`src/rtl/trivium_pkg.sv`:
```
// Shared Trivium definitions: FSM states, state-vector geometry, tap positions,
// key/IV load layout and a single-round update used by both link ends.
package trivium_pkg;

   typedef enum logic [1:0] {IDLE, LOAD, WARMUP, STREAM} state_t;

   localparam int TRIV_LEN   = 288;
   localparam int KS_W       = 8;
   localparam int INIT_RND   = 1152;
   localparam int WARMUP_CYC = INIT_RND / KS_W;

   // Tap positions are 1-based (s1..s288); bit s_i lives at vector index i-1.
   localparam int T1_A = 66,  T1_B = 93,  T1_C = 91,  T1_D = 92,  T1_E = 171;
   localparam int T2_A = 162, T2_B = 177, T2_C = 175, T2_D = 176, T2_E = 264;
   localparam int T3_A = 243, T3_B = 288, T3_C = 286, T3_D = 287, T3_E = 69;

   function automatic logic [TRIV_LEN-1:0] load_state(input logic [79:0] key,
                                                      input logic [79:0] iv);
      return {3'b111, 108'b0, 4'b0, iv, 13'b0, key};
   endfunction

   // Returns {z, next_state} for one round.
   function automatic logic [TRIV_LEN:0] trivium_round(input logic [TRIV_LEN-1:0] s);
      logic t1, t2, t3, z;
      t1 = s[T1_A-1] ^ s[T1_B-1];
      t2 = s[T2_A-1] ^ s[T2_B-1];
      t3 = s[T3_A-1] ^ s[T3_B-1];
      z  = t1 ^ t2 ^ t3;
      t1 = t1 ^ (s[T1_C-1] & s[T1_D-1]) ^ s[T1_E-1];
      t2 = t2 ^ (s[T2_C-1] & s[T2_D-1]) ^ s[T2_E-1];
      t3 = t3 ^ (s[T3_C-1] & s[T3_D-1]) ^ s[T3_E-1];
      return {z, s[286:177], t2, s[175:93], t1, s[91:0], t3};
   endfunction

endpackage

```
`src/rtl/trivium_core.sv`:
```
// Trivium state register with W rounds unrolled per clock; z holds the keystream
// bits the next step will consume (bit 0 = first round).
module trivium_core
   import trivium_pkg::*;
#(
   parameter int W = KS_W
) (
   input  logic         clk,
   input  logic         rst,
   input  logic         load,
   input  logic         step,
   input  logic [79:0]  key,
   input  logic [79:0]  iv,
   output logic [W-1:0] z
);

   logic [TRIV_LEN-1:0] s;
   logic [TRIV_LEN-1:0] s_nxt;
   logic [TRIV_LEN:0]   rnd;

   always_comb begin
      s_nxt = s;
      z     = '0;
      rnd   = '0;
      for (int j = 0; j < W; j++) begin
         rnd      = trivium_round(s_nxt);
         z[j]     = rnd[TRIV_LEN];
         s_nxt    = rnd[TRIV_LEN-1:0];
      end
   end

   always_ff @(posedge clk or posedge rst) begin
      if (rst) begin
         s <= '0;
      end else if (load) begin
         s <= load_state(key, iv);
      end else if (step) begin
         s <= s_nxt;
      end
   end

endmodule

```
`src/rtl/trivium_decryptor.sv`:
```
// Receive-side Trivium: key/IV load, 1152-round warm-up, then XOR keystream onto
// ciphertext bytes through a one-deep valid/ready output register.
module trivium_decryptor
   import trivium_pkg::*;
(
   input  logic        clk,
   input  logic        rst,
   input  logic [79:0] key,
   input  logic [79:0] iv,
   input  logic        start,
   input  logic        in_valid,
   output logic        in_ready,
   input  logic [7:0]  in_data,
   input  logic        in_last,
   output logic        out_valid,
   input  logic        out_ready,
   output logic [7:0]  out_data,
   output logic        out_last,
   output logic        busy,
   output logic        err
);

   state_t          state;
   logic [7:0]      warm_cnt;
   logic            last_seen;
   logic [KS_W-1:0] z;
   logic            core_load;
   logic            core_step;
   logic            accept;
   logic            out_xfer;

   assign busy      = (state != IDLE);
   assign in_ready  = (state == STREAM) && !last_seen && (!out_valid || out_ready);
   assign accept    = in_valid && in_ready;
   assign out_xfer  = out_valid && out_ready;
   // Key and IV are captured straight into the cipher state on the accepted start.
   assign core_load = (state == IDLE) && start;
   assign core_step = (state == WARMUP) || accept;

   trivium_core #(.W(KS_W)) u_core (
      .clk  (clk),
      .rst  (rst),
      .load (core_load),
      .step (core_step),
      .key  (key),
      .iv   (iv),
      .z    (z)
   );

   always_ff @(posedge clk or posedge rst) begin
      if (rst) begin
         state     <= IDLE;
         warm_cnt  <= '0;
         last_seen <= 1'b0;
         out_valid <= 1'b0;
         out_data  <= '0;
         out_last  <= 1'b0;
         err       <= 1'b0;
      end else begin
         err <= start && busy;
         case (state)
            IDLE: begin
               if (start) begin
                  state     <= LOAD;
                  last_seen <= 1'b0;
               end
            end
            LOAD: begin
               state    <= WARMUP;
               warm_cnt <= '0;
            end
            WARMUP: begin
               if (warm_cnt == 8'(WARMUP_CYC - 1)) begin
                  state <= STREAM;
               end else begin
                  warm_cnt <= warm_cnt + 8'd1;
               end
            end
            STREAM: begin
               if (out_xfer) begin
                  out_valid <= 1'b0;
               end
               if (accept) begin
                  out_valid <= 1'b1;
                  out_data  <= in_data ^ z;
                  out_last  <= in_last;
                  if (in_last) begin
                     last_seen <= 1'b1;
                  end
               end
               if (out_xfer && out_last) begin
                  state     <= IDLE;
                  last_seen <= 1'b0;
               end
            end
            default: state <= IDLE;
         endcase
      end
   end

endmodule
```
`config.mk`:
```
export PLATFORM = sky130hd
export DESIGN_NAME = trivium_decryptor
export DESIGN_NICKNAME = d
export VERILOG_FILES = /design/src/rtl/trivium_pkg.sv /design/src/rtl/trivium_core.sv /design/src/rtl/trivium_decryptor.sv
export SDC_FILE = /design/constraint.sdc
export NUM_CORES = 1
export LEC_CHECK = 0
export ABC_AREA = 1
export BUFFER_PORTS_ARGS = -buffer_cell sky130_fd_sc_hd__buf_2
export CORE_MARGIN = 4
export CORE_UTILIZATION = 30
export DETAILED_ROUTE_END_ITERATION = 10
export GPL_ROUTABILITY_DRIVEN = 1
export GPL_TIMING_DRIVEN = 1
export HOLD_SLACK_MARGIN = 0.02
export SETUP_SLACK_MARGIN = 0.4
export SYNTH_ARGS = -nofsm -noshare
export SYNTH_HDL_FRONTEND = slang
export SYNTH_SLANG_ARGS = --single-unit
export TNS_END_PERCENT = 1
```
`constraint.sdc`:
```
create_clock -name clk -period 15 [get_ports clk]
set_input_delay 3 -clock clk [delete_from_list [all_inputs] [get_ports clk]]
set_output_delay 3 -clock clk [all_outputs]
set_load 0.05 [all_outputs]
```
==> results of run 1 <==
[registers in the layout (all words and copies together), names as in the netlist]
signal and cells:
out_data 8, last_seen 1, warm_cnt 8, state 2
out_last 1, u_core.s 288, err 1, out_valid 1
[layer usage]
metal  GRT usage [%]  share of wire, %  vias to the layer above
met5               0              0.25                        -
met4            4.18               2.4                       18
met3            5.11               7.3                       76
met2            24.7                46                      300
met1            20.7                44                     5909
li1                -                 -                     6245
[critical path, cell delays in order]
cell and delay, ps:
buf_2 100, inv_1 40, nand2_1 130, nand2_1 80, nor2_1 80, buf_2 260
[cell families after synthesis]
| logic type | count (synthesis) | share of synthesized area [%] |
|---|---|---|
| AND/OR/NAND/NOR | 1059 | 27.5 |
| buffers and inverters | 201 | 6.37 |
| multiplexers | 107 | 7.06 |
| AO/OA/AOI/OAI | 192 | 6.59 |
| flip-flops | 310 | 51.1 |
| XOR/XNOR | 16 | 0.923 |
| adder cells (fa/ha/maj) | 5 | 0.412 |
[power by group through the flow]
stage,clock network (mW),logic [mW],registers [mW]
after floorplan,0,1.11,1.29
after global placement,0,1.35,1.32
after detailed placement,0,1.39,1.33
after CTS,0.957,1.39,1.32
after global routing,0.994,1.58,1.35
final,0.934,1.38,1.32
[per-stage QoR]
step | std cells | worst slack (ps) | utilization [%] | hold slack [ps]
detailed placement | 2655 | 8300 | 32.8 | 455
global route | 2722 | 8240 | 35.4 | 479
CTS | 2719 | 8300 | 35.3 | 461
finish | 2726 | 8310 | 35.4 | 463
global placement | 2655 | 8310 | 32.8 | 450
floorplan | 1890 | 3430 | - | 442
[layout make-up]
class / count / area [sq um]
Clock buffer: 47 / 1000
Tap cell: 672 / 841
Antenna cell: 7 / 17.5
Timing Repair Buffer: 191 / 981
Multi-Input combinational cell: 1379 / 6460
Inverter: 103 / 408
Clock inverter: 17 / 244
Sequential cell: 310 / 7760
Fill cell: 5252 / 32400
[worst min path at each step]
stage	startpoint	to	cells past startpoint
2_1_floorplan	u_core.s[103]	u_core.s[103]	2
3_3_place_gp	u_core.s[72]	u_core.s[80]	2
3_5_place_dp	u_core.s[205]	u_core.s[213]	2
4_1_cts	u_core.s[247]	u_core.s[255]	2
5_1_grt	u_core.s[253]	u_core.s[261]	2
6_report	u_core.s[273]	u_core.s[281]	2
[synth_stat cells (all sizes together)]
library cell,instances,share of area [%]
a21oi,2,0.066
mux2i,107,7.1
clkinv,1,0.025
xnor2,2,0.12
ha,5,0.41
or2,6,0.25
nand3b,4,0.20
o21ai,175,5.8
nor2,13,0.32
nand3,80,2.7
inv,102,2.5
dfrtp,310,51
clkbuf,27,0.67
a31o,1,0.058
buf,71,3.1
xor2,14,0.81
a211oi,1,0.049
nand4,9,0.47
nand2,947,24
o211ai,13,0.64
==> results.txt, run 1 <==
CTS H-tree depth -> 2
clk_lat worst skew -> 560 ps
hold crit path type -> reg2reg
clock power share -> 25.7%
clk_skew -> 27.5 ps
RSZ-0062 raised after global routing -> no
Netlist Area Pre-Place -> 0.0152 sq mm
Initial Utilization -> 30.3%
most common cell after layout, fill and taps aside -> nand2_1
Net Sw Power -> 1.54 mW
most frequent cells in the layout -> nand2_1 (944), dfrtp_1 (310), buf_2 (186), o21ai_0 (107), mux2i_1 (107)
status -> complete, no violations
Comb power frac -> 38.0%
synthesized area per cell -> 8.03 sq um
global-route usage over all layers -> 15.7%
I/O pin count -> 187
Critical Path AT -> 3690 ps
synth warn -> 0
initial antenna violation count -> 16
cell count after synthesis -> 1890
syn nets -> 2069
Final Setup Violations -> 0
FF-to-FF Start -> state[0]
Post-CTS Resized -> 0
fin crit share -> 44.6%
vias in the first global route -> 12.4k
Synth Register Bits -> 310
clock slew at reported path FFs -> 60 ps
Static Leak -> 9.66 nW
Worst Setup SP -> out_ready
Post-Place Cell Area -> 0.0164 sq mm
reg2reg path depth -> 8
Seq pwr share -> 36.3%
worst-path fanout max -> 3
Slew headroom -> 11.2%
startpoint types -> input port
Slew @ Worst Pin -> 1330 ps
first-pass GRT wire length -> 67600 microns
Fin. Hold Viols -> 0
CTS Sinks -> 310
Peak supply drop -> 0.219 mV
DP HPWL -> 29400 microns
Final nets -> 2201
total grt overflow -> 0
# DRC -> 0
area delta synth->final -> 16.7%
data required time of the worst path -> 12000 ps
die area -> 0.0542 sq mm
drt pass-1 iters -> 7
sw frac -> 42.3%
final antenna-violating net count -> 0
Final Max Slew Viols -> 0
Die Ht -> 233 microns
total number of vias -> 12.5k
via/cell ratio -> 4.60
cell area after layout -> 0.0177 sq mm
CTS tree -> done
CTS Hold Buffers Added -> 0
Seq/Total Area, Yosys -> 51.1%
reg2reg setup slack -> 10780 ps
Worst Setup End Kind -> output port
drt wl/cell -> 15.6 microns
total CTS buffers -> 37
total setup buffers inserted after CTS -> 0
Cell Int Power -> 2.10 mW
site row count -> 82
layout cells sized above 1 -> 12.9%
Core Region -> 0.0501 sq mm
CTS root buffer -> clkbuf_16
Worst Path Class, Setup -> in2out
clock buffer depth -> 3
die width -> 233 microns
max frequency -> 150 MHz
DRT Wirelength -> 42500 microns
PortBufs -> 186
PD cells -> 205 mW/mm^2
CP Capture Point -> in_ready
post-layout min period -> 6690 ps
gpl congestion -> 0.861
pin count of the biggest net entering global routing -> 288
Reg-to-Reg End -> u_core.s[40]
Iter 0 DRT Violations -> 1006
max-cap violation count -> 0
total power -> 3.64 mW
setup TNS -> 0 ps
Netlist cell types -> 29
Note: power is estimated with default switching activity, not from simulation.
==> run 2: changes to the inputs <==
ABC_AREA = 0   (was 1)
clock period = 6.03 ns   (was 15 ns; I/O delays follow)
==> run 2 against run 1 <==
  * Clock power rose by 120%
  * Clock-buffer cell count rose by 3
  * Cell area fell by 6.0%
  * Clock skew fell by 16 ps
  * Critical path depth fell by 2
  * Global-route usage fell by 0.91 points
  * Synthesized cell count fell by 14%
  * First-iteration DRC count fell by 12%
  * Setup slack got worse by 5400 ps
  * Sequential power rose to 2.8 times the previous value
  * Register-to-register slack got worse by 7800 ps
  * Critical path type unchanged
  * Critical endpoint unchanged
==> results.txt, run 2 <==
FF-to-FF Start -> state[0]
most common cell after layout, fill and taps aside -> nand2_1
die area -> 0.0509 sq mm
Core Region -> 0.0467 sq mm
via/cell ratio -> 4.88
status -> complete, no violations
Buf/Inv on CP -> 2
Levels on crit path -> 4
sw frac -> 41.3%
Final Max Slew Viols -> 0
pin count of the biggest net entering global routing -> 226
CTS H-tree depth -> 2
Post-CTS Resized -> 0
global-route usage over all layers -> 14.7%
hold crit path type -> reg2reg
most frequent cells in the layout -> nand2_1 (429), a21oi_1 (410), dfrtp_1 (310), buf_2 (186), nor2_1 (172)
# DRC -> 0
cell count after synthesis -> 1621
clk_lat worst skew -> 520 ps
Synth async-reset ratio -> 100%
total CTS buffers -> 34
setup TNS -> 0 ps
startpoint types -> input port
DRT Wirelength -> 38200 microns
post-layout min period -> 3070 ps
Filler cells -> 4845
Hold Crit Start -> out_data[7]
total number of vias -> 11.6k
Final nets -> 1917
Worst Path Class, Setup -> in2out
CP Cell Sequence -> buf_2 > nor2b_2 > nor2_1 > buf_2
clock buffer depth -> 3
Critical Path AT -> 1860 ps
reg2reg path depth -> 7
Slew @ Worst Pin -> 1090 ps
Net Sw Power -> 4.21 mW
Iter 0 DRT Violations -> 889
Die Ht -> 226 microns
vias in the first global route -> 11.4k
worst-path fanout max -> 4
Seq/Total Area, Yosys -> 54.6%
Peak supply drop -> 0.532 mV
initial antenna violation count -> 0
reg2reg setup slack -> 2990 ps
Post-synth top cells -> nand2_1 (430), a21oi_1 (410), dfrtp_1 (310)
max frequency -> 326 MHz
die width -> 226 microns
first-pass GRT wire length -> 61200 microns
cell with the most instances after synthesis -> nand2_1
synthesized area per cell -> 8.77 sq um
Main synth FF type -> dfrtp_1
PD cells -> 611 mW/mm^2
slowest stage delay, CP -> 230 ps
Seq pwr share -> 36.5%
CP top delay family -> buffers and inverters
max reg flops -> 288
Inst Count DP -> 2309
layout cells sized above 1 -> 15.0%
clk_skew -> 11.2 ps
Cell Int Power -> 5.97 mW
clock slew at reported path FFs -> 60 ps
Biggest register -> u_core.s
site row count -> 79
clock power share -> 19.9%
EDFF count, synth -> 0
slowest CP cell -> nor2b_2
CTS tree -> done
Reg-to-Reg End -> u_core.s[130]
Netlist Area Pre-Place -> 0.0142 sq mm
data required time of the worst path -> 4820 ps
CTS root buffer -> clkbuf_16
total power -> 10.2 mW
Comb power frac -> 43.7%
Worst Setup End Kind -> output port
CTS Sinks -> 310
Slew headroom -> 27.6%
syn nets -> 1800
biggest regs -> u_core.s (288), out_data (8), warm_cnt (8)
Hold Path End -> out_data[7]
number of diodes -> 0
Fin. Hold Viols -> 0
drt wl/cell -> 16.2 microns
fin crit share -> 50.9%
area delta synth->final -> 17.0%
area leader, netlist -> dfrtp_1
CTS Hold Buffers Added -> 0
Initial Utilization -> 30.5%
total grt overflow -> 0
CP dominant cell by count -> buf_2
Yosys top cell area share -> 54.6%
gpl congestion -> 0.789
drt pass-1 iters -> 5
total setup buffers inserted after CTS -> 0
Layout Cells excl Fill -> 2367
I/O pin count -> 187
Synth Register Bits -> 310
RSZ-0062 raised after global routing -> no
Final Setup Violations -> 0
final antenna-violating net count -> 0
Cells on Worst Hold Path -> 2
Netlist cell types -> 37
DP HPWL -> 25100 microns
PortBufs -> 186
Static Leak -> 7.36 nW
max-cap violation count -> 0
synth warn -> 0
synth top area cells -> dfrtp_1 (55%), a21oi_1 (14%), nand2_1 (11%)
run 2: through the flow:
stage               instance area [sq um]  hold slack [ps]  utilization, %  setup WS [ps]
floorplan                           14200              451               -            697
global placement                    15600              463            33.4           2610
detailed placement                  15600              475            33.4           2620
CTS                                 16600              489            35.7           2970
global route                        16600              506            35.7           2800
finish                              16600              488            35.7           2960
run 2: cell type report:
cell class                 count  area [sq um]  share of cell area [%]
sequential                   310          7760                    46.6
clock buffer                  50          1030                    6.22
inverter                       7          30.0                   0.180
multi-input combinational   1188          5940                    35.7
tap                          607           759                    4.56
clock inverter                 8          42.5                   0.256
timing repair buffer         197          1080                    6.47
run 2: worst max-delay path by stage:
stage                     startpoint             to  slack, ps
after detailed placement   out_ready  u_core.s[128]       2620
after global routing        state[0]  u_core.s[143]       2800
after floorplan                  rst            err        700
after CTS                  out_ready       in_ready       2970
after global placement     out_ready  u_core.s[113]       2610
final                      out_ready       in_ready       2960
run 2: power by group through the flow:
| stage | registers (mW) | logic, mW | clock network, mW |
|---|---|---|---|
| 4_1_cts | 3.71 | 4.50 | 2.09 |
| 3_3_place_gp | 3.71 | 4.40 | 0 |
| 2_1_floorplan | 3.61 | 3.46 | 0 |
| 5_1_grt | 3.82 | 4.99 | 2.17 |
| 6_report | 3.71 | 4.44 | 2.02 |
| 3_5_place_dp | 3.74 | 4.49 | 0 |
run 2: tightest hold or removal path, stage by stage, from the launching register on:
cell and delay, ps:
dfrtp_1 340, nand2_1 50, o21ai_0 60
run 2: logic make-up after synthesis:
family / count (synthesis) / share of synthesized area (%)
buffers and inverters: 123 / 3.73
DFF: 310 / 54.6
AOI/OAI and AO/OA: 469 / 17.0
muxes: 9 / 0.713
xor gates and xnor gates: 81 / 6.67
adders and majority gates: 5 / 0.440
and+or+nand+nor: 624 / 16.9
run 2: layer usage:
metal | share of wire, % | global-route usage, %
met4 | 2.6 | 4.21
met5 | 0 | 0
met2 | 47 | 22.9
met3 | 4.1 | 2.37
met1 | 47 | 21.4
